===== config.mk =====
export PLATFORM = sky130hd
export DESIGN_NAME = duty_scan_ctrl
export DESIGN_NICKNAME = d
export VERILOG_FILES = /design/src/rtl/duty_scan_pkg.sv /design/src/rtl/duty_scan_ctrl_sig_sync_edge.sv /design/src/rtl/duty_scan_ctrl.sv
export SDC_FILE = /design/constraint.sdc
export NUM_CORES = 1
export LEC_CHECK = 0
export ABC_AREA = 1
export CAP_MARGIN = 40
export CORE_UTILIZATION = 50
export CTS_BUF_LIST = sky130_fd_sc_hd__clkbuf_2 sky130_fd_sc_hd__clkbuf_4 sky130_fd_sc_hd__clkbuf_8
export DETAILED_ROUTE_END_ITERATION = 16
export GPL_ROUTABILITY_DRIVEN = 0
export HOLD_SLACK_MARGIN = 0.03
export PLACE_DENSITY_LB_ADDON = 0.12
export SYNTH_ARGS = -nofsm -noshare
export SYNTH_HDL_FRONTEND = slang
export SYNTH_SLANG_ARGS = --single-unit

===== constraint.sdc =====
create_clock -name clk -period 6.75 [get_ports clk]
set_clock_uncertainty 0.05 [all_clocks]
set_input_delay 2.025 -clock clk [delete_from_list [all_inputs] [get_ports clk]]
set_output_delay 2.025 -clock clk [all_outputs]
set_load 0.05 [all_outputs]

===== src/rtl/duty_scan_pkg.sv =====
// Shared types and helpers for the duty/period scan controller.
// Optional continuous-scan mode is enabled by defining DUTY_SCAN_CONT_EN.
package duty_scan_pkg;

    typedef enum logic [2:0] {
        IDLE,
        SEL,
        ARM,
        MEAS,
        EMIT
    } state_e;

    localparam int SAT_W = 64;

    function automatic int ch_w(input int nch);
        return (nch > 1) ? $clog2(nch) : 1;
    endfunction

    // Adds a and b and clamps the sum at the all-ones value of a w-bit field (w <= SAT_W).
    function automatic logic [SAT_W-1:0] sat_add(
        input logic [SAT_W-1:0] a,
        input logic [SAT_W-1:0] b,
        input int               w
    );
        logic [SAT_W:0]   sum;
        logic [SAT_W-1:0] lim;
        lim = (w >= SAT_W) ? '1 : ((SAT_W'(1) << w) - SAT_W'(1));
        sum = {1'b0, a} + {1'b0, b};
        return (sum > {1'b0, lim}) ? lim : sum[SAT_W-1:0];
    endfunction

endpackage


===== src/rtl/duty_scan_ctrl_sig_sync_edge.sv =====
// Two-flop synchronizer for one asynchronous input bit.
// Edge detection lives in the controller so its history can be reloaded on a channel switch.
module sig_sync_edge (
    input  logic clk,
    input  logic reset,
    input  logic sig_in,
    output logic sig_out
);

    logic meta_q, meta_d;
    logic sync_q, sync_d;

    always_comb begin
        meta_d = sig_in;
        sync_d = meta_q;
    end

    always_ff @(posedge clk) begin
        if (reset) begin
            meta_q <= 1'b0;
            sync_q <= 1'b0;
        end else begin
            meta_q <= meta_d;
            sync_q <= sync_d;
        end
    end

    assign sig_out = sync_q;

endmodule


===== src/rtl/duty_scan_ctrl.sv =====
// Scan scheduler sharing one high-time/period measurement datapath across NCH inputs.
// Define DUTY_SCAN_CONT_EN to add the 'cont' input that restarts the scan after each pass.
module duty_scan_ctrl
    import duty_scan_pkg::*;
#(
    parameter int NCH     = 4,
    parameter int CW      = 32,
    parameter int NPER    = 4,
    parameter int TIMEOUT = 50000000
) (
    input  logic                  clk,
    input  logic                  reset,
    input  logic [NCH-1:0]        sig,
    input  logic                  start,
    input  logic [NCH-1:0]        ch_mask,
`ifdef DUTY_SCAN_CONT_EN
    input  logic                  cont,
`endif
    output logic                  busy,
    output logic                  done,
    output logic                  res_valid,
    input  logic                  res_ready,
    output logic [ch_w(NCH)-1:0]  res_ch,
    output logic [CW-1:0]         res_high,
    output logic [CW-1:0]         res_period,
    output logic                  res_tmo
);

    localparam int CH_W = ch_w(NCH);
    localparam int PS_W = (NPER > 1) ? $clog2(NPER) : 1;
    localparam int TM_W = $clog2(TIMEOUT);

    logic [NCH-1:0] sync;

    for (genvar i = 0; i < NCH; i++) begin : g_sync
        sig_sync_edge u_sync (
            .clk    (clk),
            .reset  (reset),
            .sig_in (sig[i]),
            .sig_out(sync[i])
        );
    end

    state_e          state_q, state_d;
    logic [NCH-1:0]  mask_q, mask_d;
`ifdef DUTY_SCAN_CONT_EN
    logic [NCH-1:0]  orig_mask_q, orig_mask_d;
`endif
    logic [CH_W-1:0] idx_q, idx_d;
    logic            prev_q, prev_d;
    logic [TM_W-1:0] tmo_cnt_q, tmo_cnt_d;
    logic [PS_W-1:0] per_seen_q, per_seen_d;
    logic [CW-1:0]   period_q, period_d;
    logic [CW-1:0]   high_q, high_d;
    logic            busy_q, busy_d;
    logic            done_q, done_d;
    logic            res_valid_q, res_valid_d;
    logic            res_tmo_q, res_tmo_d;
    logic [CH_W-1:0] res_ch_q, res_ch_d;
    logic [CW-1:0]   res_high_q, res_high_d;
    logic [CW-1:0]   res_period_q, res_period_d;

    logic            s;
    logic            rise;
    logic            tmo_hit;
    logic            next_found;
    logic [CH_W-1:0] next_idx;

    assign s       = sync[idx_q];
    assign rise    = s & ~prev_q;
    assign tmo_hit = (tmo_cnt_q == TM_W'(TIMEOUT - 1));

    // Accepted channels are cleared from mask_q, so the lowest remaining bit is also the lowest at or above idx_q.
    always_comb begin
        next_found = 1'b0;
        next_idx   = '0;
        for (int i = NCH - 1; i >= 0; i--) begin
            if (mask_q[i]) begin
                next_found = 1'b1;
                next_idx   = CH_W'(i);
            end
        end
    end

    always_comb begin
        state_d      = state_q;
        mask_d       = mask_q;
`ifdef DUTY_SCAN_CONT_EN
        orig_mask_d  = orig_mask_q;
`endif
        idx_d        = idx_q;
        prev_d       = s;
        tmo_cnt_d    = tmo_cnt_q;
        per_seen_d   = per_seen_q;
        period_d     = period_q;
        high_d       = high_q;
        busy_d       = busy_q;
        done_d       = 1'b0;
        res_valid_d  = res_valid_q;
        res_tmo_d    = res_tmo_q;
        res_ch_d     = res_ch_q;
        res_high_d   = res_high_q;
        res_period_d = res_period_q;

        unique case (state_q)
            IDLE: begin
                if (start) begin
                    mask_d  = ch_mask;
`ifdef DUTY_SCAN_CONT_EN
                    orig_mask_d = ch_mask;
`endif
                    busy_d  = 1'b1;
                    state_d = SEL;
                end
            end
            SEL: begin
                if (next_found) begin
                    idx_d     = next_idx;
                    prev_d    = sync[next_idx];
                    tmo_cnt_d = '0;
                    state_d   = ARM;
                end else begin
                    done_d = 1'b1;
`ifdef DUTY_SCAN_CONT_EN
                    if (cont) begin
                        mask_d = orig_mask_q;
                    end else begin
                        busy_d  = 1'b0;
                        state_d = IDLE;
                    end
`else
                    busy_d  = 1'b0;
                    state_d = IDLE;
`endif
                end
            end
            ARM, MEAS: begin
                if (tmo_hit) begin
                    state_d      = EMIT;
                    res_valid_d  = 1'b1;
                    res_tmo_d    = 1'b1;
                    res_ch_d     = idx_q;
                    res_high_d   = '0;
                    res_period_d = '0;
                end else begin
                    tmo_cnt_d = tmo_cnt_q + TM_W'(1);
                    if (state_q == ARM) begin
                        if (rise) begin
                            period_d   = CW'(1);
                            high_d     = CW'(1);
                            per_seen_d = '0;
                            state_d    = MEAS;
                        end
                    end else if (rise && (per_seen_q == PS_W'(NPER - 1))) begin
                        state_d      = EMIT;
                        res_valid_d  = 1'b1;
                        res_tmo_d    = 1'b0;
                        res_ch_d     = idx_q;
                        res_high_d   = high_q;
                        res_period_d = period_q;
                    end else begin
                        if (rise) begin
                            per_seen_d = per_seen_q + PS_W'(1);
                        end
                        period_d = CW'(sat_add(SAT_W'(period_q), SAT_W'(1), CW));
                        high_d   = CW'(sat_add(SAT_W'(high_q), SAT_W'(s), CW));
                    end
                end
            end
            EMIT: begin
                if (res_ready) begin
                    res_valid_d   = 1'b0;
                    mask_d[idx_q] = 1'b0;
                    state_d       = SEL;
                end
            end
            default: begin
                state_d = IDLE;
            end
        endcase
    end

    always_ff @(posedge clk) begin
        if (reset) begin
            state_q      <= IDLE;
            mask_q       <= '0;
`ifdef DUTY_SCAN_CONT_EN
            orig_mask_q  <= '0;
`endif
            idx_q        <= '0;
            prev_q       <= 1'b0;
            tmo_cnt_q    <= '0;
            per_seen_q   <= '0;
            period_q     <= '0;
            high_q       <= '0;
            busy_q       <= 1'b0;
            done_q       <= 1'b0;
            res_valid_q  <= 1'b0;
            res_tmo_q    <= 1'b0;
            res_ch_q     <= '0;
            res_high_q   <= '0;
            res_period_q <= '0;
        end else begin
            state_q      <= state_d;
            mask_q       <= mask_d;
`ifdef DUTY_SCAN_CONT_EN
            orig_mask_q  <= orig_mask_d;
`endif
            idx_q        <= idx_d;
            prev_q       <= prev_d;
            tmo_cnt_q    <= tmo_cnt_d;
            per_seen_q   <= per_seen_d;
            period_q     <= period_d;
            high_q       <= high_d;
            busy_q       <= busy_d;
            done_q       <= done_d;
            res_valid_q  <= res_valid_d;
            res_tmo_q    <= res_tmo_d;
            res_ch_q     <= res_ch_d;
            res_high_q   <= res_high_d;
            res_period_q <= res_period_d;
        end
    end

    assign busy       = busy_q;
    assign done       = done_q;
    assign res_valid  = res_valid_q;
    assign res_tmo    = res_tmo_q;
    assign res_ch     = res_ch_q;
    assign res_high   = res_high_q;
    assign res_period = res_period_q;

endmodule

---- Word level (Yosys, flattened, before mapping) ----
Index checks and enable logic that the tools add are counted.
cells by class
  add/sub/neg operators ................... 4
  $mul .................................... 0
  divide/modulo/power cells ............... 0
  $lt $le $gt $ge ......................... 5
  equality and inequality tests ........... 18
  shifts and indexed selects .............. 0
  mux-type cells .......................... 62
  bitwise gates (word level) .............. 6
  reduce and logical (&&, ||, !) cells .... 20
operators by type and width
  kind                                                                     count
  32-bit two-way mux                                                       13
  33-bit by 32-bit > comparator with 1-bit output (second input constant)  2
  26-bit two-way mux                                                       2
  26-bit case mux with 2 select lines                                      1
  32-bit by 1-bit adder with 33-bit output                                 1
  32-bit by 1-bit adder with 33-bit output (second input constant)         1
  26-bit by 1-bit adder with 26-bit output (second input constant)         1
  26-bit == test (second input constant)                                   1
  2-bit two-way mux                                                        12
  1-bit two-way mux                                                        19
  3-bit two-way mux                                                        6
  2-bit inequality test (second input constant)                            8
  3-bit case mux with 4 select lines                                       1
  3-bit AND reduction                                                      4
  4-bit AND reduction                                                      3
  2-bit nonzero test                                                       6
  4-bit two-way mux                                                        2
  4-bit inequality test (second input constant)                            2
  4-bit case mux with 2 select lines                                       1
  3-bit by 2-bit == test with 1-bit output (second input constant)         2
  2-bit by 3-bit < comparator with 1-bit output (second input constant)    2
  3-bit inequality test (second input constant)                            2
  5-bit AND reduction                                                      1
  4-bit AND                                                                1
  other kinds (15)                                                         21
storage, ports and cells
  register bits ........................... 180
  bits in latches ......................... 0
  RAM bits ................................ 0
  bits in read-only memories .............. 0
  input port bits ......................... 12
  logic and storage cells ................. 138
  memories ................................ 0

---- Logic depth before layout (Yosys ltp) ----
Gate-level depths: netlist of the first run.
  depth after elaboration ................. 8
  depth in mapped cells ................... 17
  mapped depth without buffers ............ 16

---- Cells and area by module ----
Synthesis of the first run repeated with hierarchy kept, for this count alone.
unflattened totals
  cell total of the unflattened synthesis .. 1468
  area, all modules ....................... 9456.6 um^2
by module, submodules not included
  module          times used  cells each  area each (um^2)  sequential area each (um^2)
  duty_scan_ctrl  1           1444        9236.4            3443.3
  sig_sync_edge   4           6           55.1              40.0

---- Worst setup path after synthesis of the first run ----
No wires, ideal clock.
  path kind ............................... input-to-reg
  start point ............................. input reset
  end point ............................... register done_q (netlist: done)
  data arrival time ....................... 2.832 ns
  required time ........................... 6.572 ns
  path slack .............................. 3.740 ns
  cell stages on the path ................. 4
  buffers on the path ..................... 3
  cells stage by stage .................... clkbuf_1 clkbuf_1 buf_1 nor2_1
on the way
  word-level cells in the longest chain between the ends .. 1
ends and longest elaborated chain
  what                          line                   source
  start, declared               duty_scan_ctrl.sv:12   input logic reset,
  2-bit OR reduction (no line)  n/a
  end signal, assigned          duty_scan_ctrl.sv:216  done_q <= done_d;
  end, declared                 duty_scan_ctrl.sv:56   logic done_q, done_d;
No other way between the ends.
A chain may end at the register's enable or synchronous reset.

---- Final worst setup path of the first run ----
  start point ............................. register res_high_q[25] (netlist: res_high[25])
  end point ............................... output res_high[25]
RTL lines
  what                    line                   source
  start, declared         duty_scan_ctrl.sv:60   logic [CW-1:0] res_high_q, res_high_d;
  start signal, assigned  duty_scan_ctrl.sv:220  res_high_q <= res_high_d;
  end, declared           duty_scan_ctrl.sv:24   output logic [CW-1:0] res_high,
No word-level cell between the ends.

==> results.cfg, run 1 <==
[synthesis]
synth.avg_cell_area_sq_um = 6.42
yosysSeqAreaShare = 0.378
synth_top_area_frac = 0.378
syn_area_sq_mm = 0.00953
synth.area.top_cells = dfxtp_1 (38%), nand2_1 (15%), a21oi_1 (8.0%)
synth_top_flop_cell = dfxtp_1
synth_most_common_cell = nand2_1
synthArstFlopShare = 0
netlist_instances = 1485
synth_common_cells = nand2_1 (381), dfxtp_1 (180), nor2_1 (171), a21oi_1 (152), nand3_1 (151)
yosysTopAreaCell = dfxtp_1
ys_ff_latch = 180
yosysWarnings = 0
syn_nets = 1503
synth_cell_types = 37
synth_edf_count = 0

[run_status]
status = complete, but fails checks
violations = design-rule violations

[critical_path]
cp.depth = 1
crit_type = flip-flop to output port
r2r_cells = 15
slowest_stage = clkdlybuf4s50_1
cpPeakStageDelay_ps = 840
critPathLaunchType = flip-flop
cp-end-kind = output port
critPathBufInv = 1
path_delay_family = buffers and inverters
required_ps = 4680
worstPathCellList = clkdlybuf4s50_1
arrival_ps = 1700
cp_max_fo = 2

[sta]
setup_viol = 0
fin_crit_sh = 0.560
max_freq_mhz = 265
slew_headroom = 0.530
worstMarginPinSlew_ps = 704
fin_tns_setup_ps = 0
period_minus_slack_ps = 3780
rsz0062_at_grt = false
timing.final.ws_setup_ps = 2970
hold_violations = 0
slew_violations = 0

[clock_tree]
cts_setup_buffers = 0
cts_sinks = 180
cts_made_buffers = 17
cts_htree_levels = 4
cts_root_buf = clkbuf_8
clk_latency_ps = 470
ctsResizeCount = 0
cts_hold_buf = 0
clk_pin_slew_worst_paths_ps = 90
tritoncts = done
ctsLongestPathBuffers = 2

[layout]
final_nets = 1545
drive_gt1_frac = 0.0448
diodes = 0
syn2layout_area_growth_pct = 13.8

[floorplan]
die_h_microns = 140
core-area_sq_mm = 0.0187
rows = 50
die_area_sq_mm = 0.0196
ios = 82
start_util = 0.510
die_width_microns = 140

[pwr]
power_density_mw_per_mm2 = 179
ir_worst_vdd_mv = 0.108
power.leakage_uw = 0.00391

[routing]
first_pass_iters = 11
num_vias = 9377
ant_nets = 0
drtIter0Drc = 647
wirelength_microns = 23900
drcViolationCount = 1
drt-wirelength-per-cell_microns = 13.5
viasPerCell = 5.29

[global_route]
grt_max_degree = 82
grt_pass1_vias = 8743
antenna_found_initial = 0
grtUsageTotal = 0.253
overflow = 0
grt_first_pass_wirelength_microns = 41200

[placed_design]
io_buffers = 81
dp_hpwl_microns = 16900
place_ws_ps = 2930

[flow_run]
maxCapViolations = 0

[min_path]
min_path_cells = 2
worstHoldPathType = flip-flop to flip-flop
worst register-to-register path, cell delays in order (launching register included):
cell and delay [ps]:
dfxtp_1 400, nand2_1 90, o22ai_1 150, or2_1 240, ha_1 230, nand2_1 90, inv_1 90, nand2_1 100
inv_1 90, nand3_1 180, nor2_1 340, nand4_1 520, buf_4 420, o21ai_0 110, nand2_1 80, a21oi_1 140
placed cells by master (no fill, tap or decap), types with 3 or more instances in the layout:
cell type and instances:
a21oi_1 152, nor2_2 3, clkinv_4 3, clkbuf_8 19
clkinvlp_4 4, inv_2 9, buf_4 7, ha_1 6
o21ai_0 69, nand3_1 151, nor3_1 37, nor2_4 5
a31oi_1 3, inv_1 148, nor4_1 13, nand2_1 381
dfxtp_1 180, nor2_1 171, clkdlybuf4s50_1 80, nand4_1 24
o21a_1 3, nand2_2 7, buf_12 4, xor2_1 35
final timing paths:
path / startpoint / endpoint / slack (ps)
max: res_high[25]$_SDFFE_PP0P_ / res_high[25] / 2970
min: g_sync[3].u_sync.meta_q$_SDFF_PP0_ / g_sync[3].u_sync.sig_out$_SDFF_PP0_ / 360
max reg2reg: idx_q[1]$_SDFFE_PP0P_ / high_q[7]$_SDFFE_PP0P_ / 3390
min reg2reg: g_sync[3].u_sync.meta_q$_SDFF_PP0_ / g_sync[3].u_sync.sig_out$_SDFF_PP0_ / 360
metal layers:
metal  wire length (microns)  share of wire  vias to the layer above  global-route usage
met3                     870          0.036                       27              0.0403
met5                       0              0                        -                   0
li1                        -              -                     4891                   -
met4                     277          0.012                        0              0.0602
met2                   11600           0.49                      177               0.439
met1                   11100           0.47                     4282               0.328
where the power goes:
part           internal, uW  leakage, uW  switching (uW)
registers              1070      0.00145            12.4
clock network           285     0.000175             407
logic                  41.0      0.00228             120
final cells by class:
cell class / count / area (sq um)
tap: 234 / 293
multi-input combinational: 1078 / 5030
clock inverter: 11 / 96.3
sequential: 180 / 3600
clock buffer: 20 / 269
inverter: 158 / 593
timing repair buffer: 92 / 961
fill: 1916 / 7860
state kept, by name (all words and copies together) (netlist names), 2 cells and up:
register / cells
tmo_cnt_q: 26
mask_q: 4
g_sync.u_sync.meta_q: 4
idx_q: 2
high_q: 32
per_seen_q: 2
state_q: 3
res_ch: 2
res_high: 32
period_q: 32
g_sync.u_sync.sig_out: 4
res_period: 32
kinds of logic (layout without fill, tap and decap cells):
family / count (synthesis) / in the layout / synth area share
XOR/XNOR: 36 / 36 / 0.0331
adder cells (fa/ha/maj): 6 / 6 / 0.00787
AND/OR/NAND/NOR: 794 / 794 / 0.354
AO/OA/AOI/OAI: 242 / 242 / 0.132
buffers and inverters: 227 / 281 / 0.0950
flip-flops: 180 / 180 / 0.378
through the flow:
stage / std cells / instance area (sq um) / util / hold slack, ps / total power (uW)
4_1_cts: 1773 / 10900 / 0.580 / 362 / 1960
5_1_grt: 1773 / 10900 / 0.580 / 394 / 2030
3_5_place_dp: 1742 / 10500 / 0.561 / 346 / 1270
2_1_floorplan: 1485 / 9530 / - / 338 / 1220
3_3_place_gp: 1736 / 10400 / 0.554 / 347 / 1260
6_report: 1773 / 10900 / 0.580 / 358 / 1940
No activity file was read; power rests on OpenSTA's default activity.
==> inputs of run 2 (changes only) <==
- clock period: 6.75 -> 3.13 ns (I/O delays scaled with it)
==> results.cfg, run 2 (synthesis gave the netlist of run 1 again) <==
[floorplan]
start_util = 0.510
die_area_sq_mm = 0.0196
core-area_sq_mm = 0.0187
ios = 82
rows = 50
die_h_microns = 140
die_width_microns = 140

[routing]
viasPerCell = 5.37
ant_nets = 0
num_vias = 9595
drt-wirelength-per-cell_microns = 13.9
drcViolationCount = 1
drtIter0Drc = 723
wirelength_microns = 24800
first_pass_iters = 11

[critical_path]
cp_common_cell = nand2_1
critPathLaunchType = flip-flop
slowest_stage = dfxtp_1
cp-end-kind = flip-flop
cp_max_fo = 17
cpPeakStageDelay_ps = 440
arrival_ps = 3110
crit_type = flip-flop to flip-flop
required_ps = 3460
worstPathCellList = ha_1 > inv_1 > nor2_4 > nand2_2 > nor2_2 > nand2_1 > nand2_1 > nand3_1 > nor2_1 > nand2_1 > nor2_1 > nand2_2 > buf_12 > nand3_1 > nand2_1 > a21oi_1

[sta]
fin_tns_setup_ps = 0
slew_violations = 0
fin_crit_sh = 0.888
hold_violations = 0
worstMarginPinSlew_ps = 669
slew_headroom = 0.550
worst_hold_slack_ps = 350
period_minus_slack_ps = 2780
rsz0062_at_grt = false
setup_viol = 0
max_freq_mhz = 360

[layout]
fin_util = 0.586
diodes = 0
syn2layout_area_growth_pct = 15.1
final_common_cell = nand2_1
regArea_sq_mm = 0.00360
multi_input_area_sq_mm = 0.00503
final_cell_mix = nand2_1 (381), dfxtp_1 (180), nor2_1 (171)
drive_gt1_frac = 0.0534
final_nets = 1559
n_fill_cell = 1834

[placed_design]
dp_hpwl_microns = 18000
io_buffers = 81

[run_status]
violations = design-rule violations
status = complete, but fails checks

[clock_tree]
ctsResizeCount = 0
clk_latency_ps = 460
cts_root_buf = clkbuf_8
cts_sinks = 180
cts_htree_levels = 4
cts_hold_buf = 0
cts_setup_buffers = 0
tritoncts = done
clk_pin_slew_worst_paths_ps = 90
ctsLongestPathBuffers = 2
cts_made_buffers = 17

[min_path]
worstHoldPathType = flip-flop to flip-flop

[global_route]
antenna_found_initial = 1
grt_pass1_vias = 8956
overflow = 0
grt_max_degree = 55
grtUsageTotal = 0.258
grt_first_pass_wirelength_microns = 41900

[flow_run]
maxCapViolations = 0

[pwr]
ir_worst_vdd_mv = 0.265
power.leakage_uw = 0.00400
power_density_mw_per_mm2 = 396
total_power_uw = 4340
[run 2: cell types whose count changed in the layout (fill, tap and decap cells not counted), sizes merged]
cell / change
buf: +14
inv: -3
bufinv: +2
clkinv: +2
clkinvlp: -2
clkbuf: +1
[run 2: power breakdown]
group	internal [uW]	switching, uW
Clock	797	840
Sequential	2320	25.4
Combinational	94.2	269
[run 2: metal layers]
layer / global-route usage / vias to the layer above / share of wire
met5: 0 / - / 0
li1: - / 4921 / -
met4: 0.0740 / 0 / 0.015
met3: 0.0462 / 24 / 0.043
met1: 0.318 / 4435 / 0.45
met2: 0.458 / 215 / 0.49
[run 2: worst max-delay path: cells and delay by family, from the launching register on]
family                     cells  cell delay [ps]
DFF                            1              440
adders and majority gates      1              260
AOI/OAI and AO/OA              1              120
and+or+nand+nor               12             1500
buffers and inverters          2              330
[run 2: path summary, 6_finish.rpt]
| kind | startpoint | end | slack, ps | depth (start not counted) |
|---|---|---|---|---|
| worst max-delay path | period_q[0]$_SDFFE_PP0P_ | period_q[27]$_SDFFE_PP0P_ | 350 | 16 |
| worst min-delay path | g_sync[2].u_sync.meta_q$_SDFF_PP0_ | g_sync[2].u_sync.sig_out$_SDFF_PP0_ | 350 | 2 |
| worst max register to register | period_q[0]$_SDFFE_PP0P_ | period_q[27]$_SDFFE_PP0P_ | 350 | 16 |
| worst min register to register | g_sync[2].u_sync.meta_q$_SDFF_PP0_ | g_sync[2].u_sync.sig_out$_SDFF_PP0_ | 350 | 2 |
[run 2: area by class of cell]
cell class              count  area share
clock buffers              21      0.0263
flip-flops and latches    180       0.328
clock inverters            10      0.0113
well taps                 234      0.0267
inverters                 158      0.0541
repair buffers            106      0.0942
multi-input cells        1078       0.459
[run 2: stage by stage]
step,setup slack [ps],cell area (sq um),std cells
6_report,351,11000,1787
3_3_place_gp,477,10600,1755
4_1_cts,365,11000,1787
5_1_grt,53.2,11000,1787
3_5_place_dp,382,10600,1756
2_1_floorplan,816,9530,1485
==> inputs of run 3 (changes only) <==
--- a/config.mk
+++ b/config.mk
@@ -8,10 +8,10 @@
 export ABC_AREA = 1
 export CAP_MARGIN = 40
-export CORE_UTILIZATION = 50
+export CORE_UTILIZATION = 54
 export CTS_BUF_LIST = sky130_fd_sc_hd__clkbuf_2 sky130_fd_sc_hd__clkbuf_4 sky130_fd_sc_hd__clkbuf_8
 export DETAILED_ROUTE_END_ITERATION = 16
 export GPL_ROUTABILITY_DRIVEN = 0
 export HOLD_SLACK_MARGIN = 0.03
-export PLACE_DENSITY_LB_ADDON = 0.12
+export PLACE_DENSITY = 0.78
 export SYNTH_ARGS = -nofsm -noshare
 export SYNTH_HDL_FRONTEND = slang
--- a/constraint.sdc
+++ b/constraint.sdc
@@ -3,3 +3,3 @@
 set_input_delay 0.939 -clock clk [delete_from_list [all_inputs] [get_ports clk]]
 set_output_delay 0.939 -clock clk [all_outputs]
-set_load 0.05 [all_outputs]
+set_load 0.1 [all_outputs]
==> results.cfg, run 3 (synthesis gave the netlist of run 1 again) <==
[routing]
ant_nets = 0
drt-wirelength-per-cell_microns = 13.4
first_pass_iters = 5
num_vias = 9539
viasPerCell = 5.37
wirelength_microns = 23800
drtIter0Drc = 712
drcViolationCount = 0

[sta]
period_minus_slack_ps = 2750
max_freq_mhz = 364
fin_tns_setup_ps = 0
worstMarginPinSlew_ps = 625
slew_headroom = 0.580
timing.final.ws_setup_ps = 382
fin_crit_sh = 0.878
slew_violations = 0
setup_viol = 0
rsz0062_at_grt = false
worst_hold_slack_ps = 341
hold_violations = 0

[placed_design]
dp_hpwl_microns = 17200
io_buffers = 81
place_ws_ps = 435
post-place-cells = 1746

[critical_path]
cp_max_fo = 25
reg2reg_from = period_q[0]$_SDFFE_PP0P_
startpoint = period_q[0]$_SDFFE_PP0P_
crit_type = flip-flop to flip-flop
cp-end-kind = flip-flop
critPathLaunchType = flip-flop
required_ps = 3420
arrival_ps = 3040
r2r_cells = 17

[clock_tree]
cts_root_buf = clkbuf_8
cts_setup_buffers = 0
cts_made_buffers = 17
cts_htree_levels = 4
ctsResizeCount = 0
cts_hold_buf = 0
tritoncts = done
ctsLongestPathBuffers = 2
clk_latency_ps = 480
clk_pin_slew_worst_paths_ps = 100
cts_sinks = 180

[layout]
drive_gt1_frac = 0.0985
fin_cells = 1778
n_fill_cell = 1647
final_nets = 1558
fin_util = 0.626
syn2layout_area_growth_pct = 13.5
final_common_cell = nand2_1
final_cell_mix = nand2_1 (381), dfxtp_1 (180), nor2_1 (171)
diodes = 0

[floorplan]
ios = 82
die_h_microns = 135
die_area_sq_mm = 0.0182
start_util = 0.551
rows = 48
core-area_sq_mm = 0.0173
die_width_microns = 135

[pwr]
power_density_mw_per_mm2 = 404
power.leakage_uw = 0.00414
ir_worst_vdd_mv = 0.275

[global_route]
grt_max_degree = 112
grt_first_pass_wirelength_microns = 40400
grt_pass1_vias = 8775
grtUsageTotal = 0.271
antenna_found_initial = 0
overflow = 0

[run_status]
status = finished, final reports clean

[min_path]
worstHoldPathType = flip-flop to flip-flop
min-delay-start = g_sync[2].u_sync.meta_q$_SDFF_PP0_
min_path_cells = 2

[flow_run]
maxCapViolations = 0
==> run 3: final timing paths <==
| kind | endpoint | slack (ps) |
|---|---|---|
| min | g_sync[2].u_sync.sig_out$_SDFF_PP0_ | 340 |
| max reg2reg | period_q[23]$_SDFFE_PP0P_ | 380 |
| min reg2reg | g_sync[2].u_sync.sig_out$_SDFF_PP0_ | 340 |
| max | period_q[23]$_SDFFE_PP0P_ | 380 |
==> run 3: per-layer routing <==
metal / wire, microns / vias up / global-route usage
met5: 0 / - / 0
met1: 10700 / 4348 / 0.337
met3: 1040 / 40 / 0.0435
met4: 498 / 0 / 0.0918
li1: - / 4921 / -
met2: 11600 / 230 / 0.475
==> run 3: layout make-up <==
cell class                      count  area, sq um  area share
Clock buffer                       18          248      0.0229
Clock inverter                     14          170      0.0157
Inverter                          158          593      0.0548
Multi-Input combinational cell   1078         5030       0.465
Sequential cell                   180         3600       0.333
Tap cell                          225          282      0.0260
Timing Repair Buffer              105          888      0.0821
==> run 3: power breakdown <==
part           total, uW  internal (uW)  switching [uW]  leakage (uW)
clock network       1650            751             902      0.000197
registers           2340           2320            25.6       0.00145
logic                379           98.0             281       0.00249
==> run 3: worst max-delay path, cell delays in order, from the launching register on <==
cell	delay, ps
dfxtp_1	460
ha_1	260
inv_1	100
nor2_4	200
nand2_2	140
nor2_2	200
nand2_1	70
nand2_1	130
nand2_1	60
nor2_1	80
nand2_1	60
nor2_1	120
nor2_1	60
nand2_2	190
buf_12	200
nand3_1	90
nand2_1	70
a21oi_1	60
==> run 3: through the flow <==
stage | instance area (sq um) | total power, uW
after floorplan | 9530 | 2660
after global placement | 10400 | 2760
after detailed placement | 10400 | 2770
after CTS | 10800 | 4400
after global routing | 10800 | 4540
final | 10800 | 4380
